## config.mk

```make
export PLATFORM = sky130hd
export DESIGN_NAME = vecn_alu_seq
export DESIGN_NICKNAME = d
export VERILOG_FILES = /design/src/rtl/vecn_alu_seq.sv
export SDC_FILE = /design/constraint.sdc
export NUM_CORES = 2
export LEC_CHECK = 0
export BUFFER_PORTS_ARGS = -buffer_cell sky130_fd_sc_hd__buf_4
export CAP_MARGIN = 20
export CORE_MARGIN = 5
export CORE_UTILIZATION = 60
export DETAILED_ROUTE_END_ITERATION = 10
export GPL_TIMING_DRIVEN = 1
export PLACE_DENSITY = 0.78
export SLEW_MARGIN = 20
export SYNTH_ARGS = -nofsm -noshare
export SYNTH_HDL_FRONTEND = slang
export SYNTH_SLANG_ARGS = --single-unit
```

## constraint.sdc

```tcl
create_clock -name clk -period 14.4 [get_ports clk]
set_input_delay 1.44 -clock clk [delete_from_list [all_inputs] [get_ports clk]]
set_output_delay 1.44 -clock clk [all_outputs]
set_load 0.03 [all_outputs]
```

## src/rtl/vecn_alu_seq.sv

```systemverilog
// Multi-cycle N-lane signed fixed-point vector ALU: ADD, SUB, SCALE, DOT, NORMALIZE.
// One shared multiplier feeds a wide accumulator; NORMALIZE then runs a bit-serial
// square root and a restoring divider so every opcode has a fixed, data-independent latency.
module vecn_alu_seq #(
  parameter int unsigned W    = 32,
  parameter int unsigned FRAC = 16,
  parameter int unsigned N    = 3
) (
  input  logic           clk,
  input  logic           rst_n,
  input  logic           in_valid,
  output logic           in_ready,
  input  logic [2:0]     op,
  input  logic [N*W-1:0] a,
  input  logic [N*W-1:0] b,
  input  logic [W-1:0]   s,
  output logic           out_valid,
  input  logic           out_ready,
  output logic [N*W-1:0] r,
  output logic           err
);

  localparam int unsigned RW  = W + FRAC;   // radicand / dividend width
  localparam int unsigned HW  = RW / 2;     // square-root result width
  localparam int unsigned SR  = HW + 2;     // square-root partial remainder width
  localparam int unsigned AW  = 2 * W + 2;  // dot-product accumulator width
  localparam int unsigned CW  = $clog2(RW);
  localparam int unsigned LW  = $clog2(N);

  localparam logic [2:0] OpAdd   = 3'd0;
  localparam logic [2:0] OpSub   = 3'd1;
  localparam logic [2:0] OpScale = 3'd2;
  localparam logic [2:0] OpDot   = 3'd3;
  localparam logic [2:0] OpNorm  = 3'd4;

  typedef enum logic [2:0] {StIdle, StMac, StSqrt, StDiv, StDone} state_e;

  state_e           state_q, state_d;
  logic [2:0]       op_q, op_d;
  logic [N*W-1:0]   a_q, a_d, b_q, b_d;
  logic [W-1:0]     s_q, s_d;
  logic [CW-1:0]    cnt_q, cnt_d;
  logic [LW-1:0]    lane_q, lane_d;
  logic [AW-1:0]    acc_q, acc_d;
  logic [RW-1:0]    rad_q, rad_d;
  logic [SR-1:0]    sq_rem_q, sq_rem_d;
  logic [HW-1:0]    root_q, root_d;
  logic [RW-1:0]    dvd_q, dvd_d;
  logic [HW-1:0]    drem_q, drem_d;
  logic [W-2:0]     quo_q, quo_d;
  logic             bad_q, bad_d;
  logic [N*W-1:0]   r_q, r_d;
  logic             err_q, err_d;

  logic             accept;
  logic [LW-1:0]    mac_lane;
  logic signed [W-1:0]   mul_x, mul_y;
  logic signed [2*W-1:0] prod;
  logic [W-1:0]     dot_val;
  logic             mag_bad;
  logic [SR+1:0]    sq_t, sq_trial;
  logic             sq_ge;
  logic [W-1:0]     div_x, div_abs, div_res;
  logic             div_neg, div_first, div_ge;
  logic [RW-1:0]    dvd_cur;
  logic [HW-1:0]    drem_cur;
  logic [W-2:0]     quo_cur;
  logic [HW:0]      div_t, divisor;
  logic [W-1:0]     quo_full;

  function automatic logic [W-1:0] get_lane(input logic [N*W-1:0] v, input logic [LW-1:0] idx);
    logic [W-1:0] res;
    res = '0;
    for (int i = 0; i < N; i++) begin
      if (idx == LW'(i)) res = v[i*W +: W];
    end
    return res;
  endfunction

  // State register.
  always_ff @(posedge clk) begin
    if (!rst_n) state_q <= StIdle;
    else        state_q <= state_d;
  end

  // Next-state sequencing; every path has a fixed cycle count.
  always_comb begin
    state_d = state_q;
    case (state_q)
      StIdle: begin
        if (accept) begin
          if (op == OpScale || op == OpDot || op == OpNorm) state_d = StMac;
          else                                              state_d = StDone;
        end
      end
      StMac: begin
        if (op_q == OpScale) begin
          if (cnt_q == CW'(N - 1)) state_d = StDone;
        end else if (cnt_q == CW'(N)) begin
          state_d = (op_q == OpNorm) ? StSqrt : StDone;
        end
      end
      StSqrt:  if (cnt_q == CW'(HW - 1)) state_d = StDiv;
      StDiv:   if (cnt_q == CW'(RW - 1) && lane_q == LW'(N - 1)) state_d = StDone;
      StDone:  if (out_ready) state_d = StIdle;
      default: state_d = StIdle;
    endcase
  end

  // Handshake and result outputs.
  always_comb begin
    in_ready  = (state_q == StIdle) & rst_n;
    out_valid = (state_q == StDone);
    r         = r_q;
    err       = err_q;
  end

  // Shared multiplier, square-root step and divider step.
  always_comb begin
    accept   = in_valid & in_ready;
    mac_lane = cnt_q[LW-1:0];
    mul_x    = $signed(get_lane(a_q, mac_lane));
    if (op_q == OpScale)    mul_y = $signed(s_q);
    else if (op_q == OpDot) mul_y = $signed(get_lane(b_q, mac_lane));
    else                    mul_y = mul_x;
    prod     = mul_x * mul_y;
    dot_val  = acc_q[FRAC +: W];
    mag_bad  = dot_val[W-1] | (dot_val == '0);

    sq_t     = {sq_rem_q, rad_q[RW-1 -: 2]};
    sq_trial = (SR + 2)'({root_q, 2'b01});
    sq_ge    = (sq_t >= sq_trial);

    div_x     = get_lane(a_q, lane_q);
    div_neg   = div_x[W-1];
    div_abs   = div_neg ? (~div_x + 1'b1) : div_x;
    div_first = (cnt_q == '0);
    dvd_cur   = div_first ? {div_abs, {FRAC{1'b0}}} : dvd_q;
    drem_cur  = div_first ? '0 : drem_q;
    quo_cur   = div_first ? '0 : quo_q;
    div_t     = {drem_cur, dvd_cur[RW-1]};
    divisor   = (HW + 1)'(root_q);
    div_ge    = (div_t >= divisor);
    quo_full  = {quo_cur, div_ge};
    if (bad_q)        div_res = '0;
    else if (div_neg) div_res = ~quo_full + 1'b1;
    else              div_res = quo_full;
  end

  // Datapath next-state: capture on accept, then step per sequencer state.
  always_comb begin
    op_d     = op_q;
    a_d      = a_q;
    b_d      = b_q;
    s_d      = s_q;
    cnt_d    = cnt_q;
    lane_d   = lane_q;
    acc_d    = acc_q;
    rad_d    = rad_q;
    sq_rem_d = sq_rem_q;
    root_d   = root_q;
    dvd_d    = dvd_q;
    drem_d   = drem_q;
    quo_d    = quo_q;
    bad_d    = bad_q;
    r_d      = r_q;
    err_d    = err_q;
    case (state_q)
      StIdle: begin
        if (accept) begin
          op_d   = op;
          a_d    = a;
          b_d    = b;
          s_d    = s;
          cnt_d  = '0;
          lane_d = '0;
          acc_d  = '0;
          bad_d  = 1'b0;
          r_d    = '0;
          err_d  = 1'b0;
          case (op)
            OpAdd: begin
              for (int i = 0; i < N; i++) r_d[i*W +: W] = a[i*W +: W] + b[i*W +: W];
            end
            OpSub: begin
              for (int i = 0; i < N; i++) r_d[i*W +: W] = a[i*W +: W] - b[i*W +: W];
            end
            OpScale, OpDot, OpNorm: begin
              err_d = 1'b0;
            end
            default: err_d = 1'b1;
          endcase
        end
      end
      StMac: begin
        cnt_d = cnt_q + 1'b1;
        if (cnt_q < CW'(N)) begin
          acc_d = acc_q + {{(AW - 2 * W){prod[2*W-1]}}, prod};
          if (op_q == OpScale) begin
            for (int i = 0; i < N; i++) begin
              if (mac_lane == LW'(i)) r_d[i*W +: W] = prod[FRAC +: W];
            end
          end
        end else begin
          // Finalize: the shifted accumulator is either the DOT result or mag2.
          cnt_d = '0;
          if (op_q == OpDot) begin
            r_d[W-1:0] = dot_val;
          end else begin
            rad_d    = {dot_val, {FRAC{1'b0}}};
            sq_rem_d = '0;
            root_d   = '0;
            bad_d    = mag_bad;
            err_d    = mag_bad;
          end
        end
      end
      StSqrt: begin
        rad_d    = {rad_q[RW-3:0], 2'b00};
        sq_rem_d = SR'(sq_ge ? (sq_t - sq_trial) : sq_t);
        root_d   = {root_q[HW-2:0], sq_ge};
        cnt_d    = (cnt_q == CW'(HW - 1)) ? '0 : cnt_q + 1'b1;
        lane_d   = '0;
      end
      StDiv: begin
        dvd_d  = {dvd_cur[RW-2:0], 1'b0};
        drem_d = HW'(div_ge ? (div_t - divisor) : div_t);
        quo_d  = quo_full[W-2:0];
        if (cnt_q == CW'(RW - 1)) begin
          for (int i = 0; i < N; i++) begin
            if (lane_q == LW'(i)) r_d[i*W +: W] = div_res;
          end
          cnt_d  = '0;
          lane_d = lane_q + 1'b1;
        end else begin
          cnt_d = cnt_q + 1'b1;
        end
      end
      default: begin
        cnt_d = cnt_q;
      end
    endcase
  end

  // Datapath registers; reset clears everything, discarding any partial result.
  always_ff @(posedge clk) begin
    if (!rst_n) begin
      op_q     <= '0;
      a_q      <= '0;
      b_q      <= '0;
      s_q      <= '0;
      cnt_q    <= '0;
      lane_q   <= '0;
      acc_q    <= '0;
      rad_q    <= '0;
      sq_rem_q <= '0;
      root_q   <= '0;
      dvd_q    <= '0;
      drem_q   <= '0;
      quo_q    <= '0;
      bad_q    <= 1'b0;
      r_q      <= '0;
      err_q    <= 1'b0;
    end else begin
      op_q     <= op_d;
      a_q      <= a_d;
      b_q      <= b_d;
      s_q      <= s_d;
      cnt_q    <= cnt_d;
      lane_q   <= lane_d;
      acc_q    <= acc_d;
      rad_q    <= rad_d;
      sq_rem_q <= sq_rem_d;
      root_q   <= root_d;
      dvd_q    <= dvd_d;
      drem_q   <= drem_d;
      quo_q    <= quo_d;
      bad_q    <= bad_d;
      r_q      <= r_d;
      err_q    <= err_d;
    end
  end

endmodule

```

==> key figures <==
Run status
  • Outcome: finished clean

Global routing
  • Grt total ovfl: 0
  • Initial antenna violation count: 20
  • First-pass GRT wire length: 379,300 um
  • Pin count of the biggest net entering global routing: approximately 270
  • Vias in the first global route: 60,030
  • GRT Total Usage: 43.69%

Synth
  • Yosys top cell by area: fa_1
  • Cell area after synthesis: 0.06538 mm2
  • Post-synth cell types: just over 100
  • EDFF count, synth: 0
  • Synth top area cells: fa_1 (26%), dfxtp_1 (17%), nand2_1 (7.5%)
  • Cell count after synthesis: 8,363
  • Syn_nets: 9,809
  • Main synth FF type: dfxtp_1
  • Synth Area per Inst: 7.818 um2
  • Async SR Flop Fraction: 0%
  • #FFs+latches synth: 552
  • Register area share after synthesis: between 10% and 20%
  • Post-synth top area share: 25.84%
  • YS warnings: 0

Route
  • Vias post-DR: 62,320
  • Initial DRC Count: 7,401
  • Drt first pass iters: 9
  • Routed WL: ~260,000 um
  • WL per Instance: about 26 um
  • Vias per Instance: 6.290
  • # DRC: 0
  • Post-route ant nets: 0

Setup path
  • CP max FO: between 40 and 50
  • CP Class: reg2reg
  • Worst path bufs/invs: 7
  • Crit path to: acc_q[43]
  • Startpoint types: flop
  • CP Launch Point: cnt_q[0]
  • Critical Path AT: 13,690 ps
  • Largest stage delay, worst path: between 800 and 900 ps
  • CP Depth: 48
  • Worst R2R Path Depth: 48
  • CP max-delay cell: ha_2
  • Endpoint class of the critical path: flop
  • Worst Path Required: 14,940 ps
  • Reg2Reg Setup Slack: 1240 ps
  • R2r startpoint: cnt_q[0]
  • Critical path's top delay family: adder cells
  • RR Endpoint: acc_q[43]

Clock network
  • Clock transition at path regs: approximately 60 ps
  • Worst-Skew Late Latency: 660 ps
  • Sink Count: 552
  • Postcts setup bufs: 0
  • Post-CTS Hold Fix Bufs: 0
  • CTS tree: done
  • Longest Clk Path Bufs: 3
  • TritonCTS Buffers: 66
  • PostCTS Resize Cnt: 0
  • CTS H-Tree Depth: 3
  • Root buf cell: clkbuf_16

Cells and area
  • Multi-input gate area: 0.04898 mm2
  • Area delta synth->final: 9.006%
  • Storage cell area: 0.01105 mm2
  • Layout cells sized above 1: 7.995%
  • Fill count: 9,466
  • Nets: around 10,000

Floorplanning
  • DIE HEIGHT: 340.1 um
  • Die area: 0.1157 mm2
  • Starting Density: 60.23%
  • Die width: 340.1 um
  • I/O Pins: 330
  • Core Area: 0.1086 mm2
  • Row count: 121

Placed design
  • Hpwl dp: 207,400 um
  • I/O Buffers: 329
  • Final Wtd Congestion: roughly 1.1

STA
  • Setup Skew: 38.56 ps
  • Max-slew violation count: 0
  • Tmin final: 13,160 ps
  • Final hold viol count: 0
  • Final Cycle Share: 91.37%
  • Peak Freq: about 0.076 GHz
  • Slew HR: 7.670%
  • TNS Setup: 0 ps
  • Final setup fails: 0
  • Worst slew pin tran: 1375 ps
  • Unrepaired setup endpoints after global routing: no

Min path
  • Min-delay worst type: reg2reg

Run
  • Max-cap violations: 0
[registers in the layout, indices dropped and copies added (netlist names), 2 cells and up]
| signal | flops |
|---|---|
| acc_q | 48 |
| op_q | 3 |
| quo_q | 31 |
| state_q | 3 |
| drem_q | 24 |
| sq_rem_q | 26 |
| rad_q | 32 |
| dvd_q | 31 |
| lane_q | 2 |
| cnt_q | 6 |
| a_q | 96 |
| b_q | 96 |
| s_q | 32 |
| root_q | 24 |
| r | 96 |
[area by class of cell]
type | count | share of cell area, %
inverter | 975 | 5.142
clock inverter | 28 | 0.4600
timing repair buffer | 476 | 5.060
tap | 1414 | 2.482
multi-input combinational | 6358 | 68.72
sequential | 552 | 15.51
antenna | 14 | 0.04916
clock buffer | 91 | 2.577
[stage by stage]
step	util [%]	area (um2)	hold slack, ps	setup WS [ps]	cells
finish	65.65	71270	454.8	1242	9908
global route	65.62	71230	463.0	799.7	9895
CTS	65.59	71200	456.0	1567	9894
detailed placement	63.59	69030	448.3	1605	9775
global placement	63.59	69030	440.5	1841	9775
floorplan	-	65380	430.7	2775	8363
[layer usage]
metal / share of wire [%] / track usage, % / vias to the layer above
li1: - / - / 27440
met1: 36 / 55.12 / 30130
met2: 42 / 63.89 / 3831
met3: 14 / 14.73 / 905
met4: 8.7 / 28.98 / 20
met5: 0.045 / 0 / -
[cells in the mapped netlist (37+ instances only)]
master    instances
nand2_1        1304
inv_1           974
nor2_1          953
fa_1            844
o21ai_0         577
a21oi_1         569
dfxtp_1         552
clkbuf_1        380
ha_1            371
xnor2_1         223
a21o_1          139
xor2_1          135
nand3_1         123
a31oi_1          81
a211oi_1         74
nor3_1           64
o21a_1           64
and2_1           63
mux2i_1          54
nand2b_1         53
nor2b_1          52
buf_1            45
buf_2            44
o31ai_1          41
or3_1            38
a22oi_1          37
[cells by family (layout without fill, tap and decap cells)]
group	Yosys count	in the layout	synth area share (%)
DFF	552	552	16.90
and+or+nand+nor	2832	2832	18.34
adders and majority gates	1215	1215	32.94
other	0	14	0
muxes	57	57	0.8784
xor gates and xnor gates	359	359	4.830
buffers and inverters	1453	1570	8.480
AOI/OAI and AO/OA	1895	1895	17.62
[worst min path at each step]
stage	startpoint	endpoint	slack, ps	cells past startpoint
global route	s_q[19]	s_q[19]	460	2
global placement	b_q[87]	b_q[87]	440	2
floorplan	b_q[83]	b_q[83]	430	2
CTS	b_q[87]	b_q[87]	460	2
finish	b_q[87]	b_q[87]	450	2
detailed placement	b_q[87]	b_q[87]	450	2
[worst register-to-register path, delay by kind of cell, from the launching register on]
| kind | cells | cell delay [ps] |
|---|---|---|
| mux | 1 | 150 |
| flops | 1 | 380 |
| compound gates | 21 | 4430 |
| xor+xnor | 1 | 590 |
| fa+ha+maj | 11 | 5600 |
| buf+inv | 7 | 940 |
| simple gates | 7 | 930 |
[layout by cell type, fill, tap and decap left out, drive strengths merged, types with 41 or more instances in the layout]
master / instances
a31oi: 82
o31ai: 41
nor2: 954
dfxtp: 552
buf: 476
o21a: 64
xnor2: 223
a21oi: 573
xor2: 135
ha: 371
mux2i: 54
fa: 844
nand3: 123
nand2b: 53
a211oi: 75
nor3: 64
nor2b: 52
clkbuf: 91
inv: 977
o21ai: 612
a21o: 140
nand2: 1304
and2: 63
Power is not shown: default switching activity piles up to over one toggle a cycle in this logic, so the estimate is an artifact.
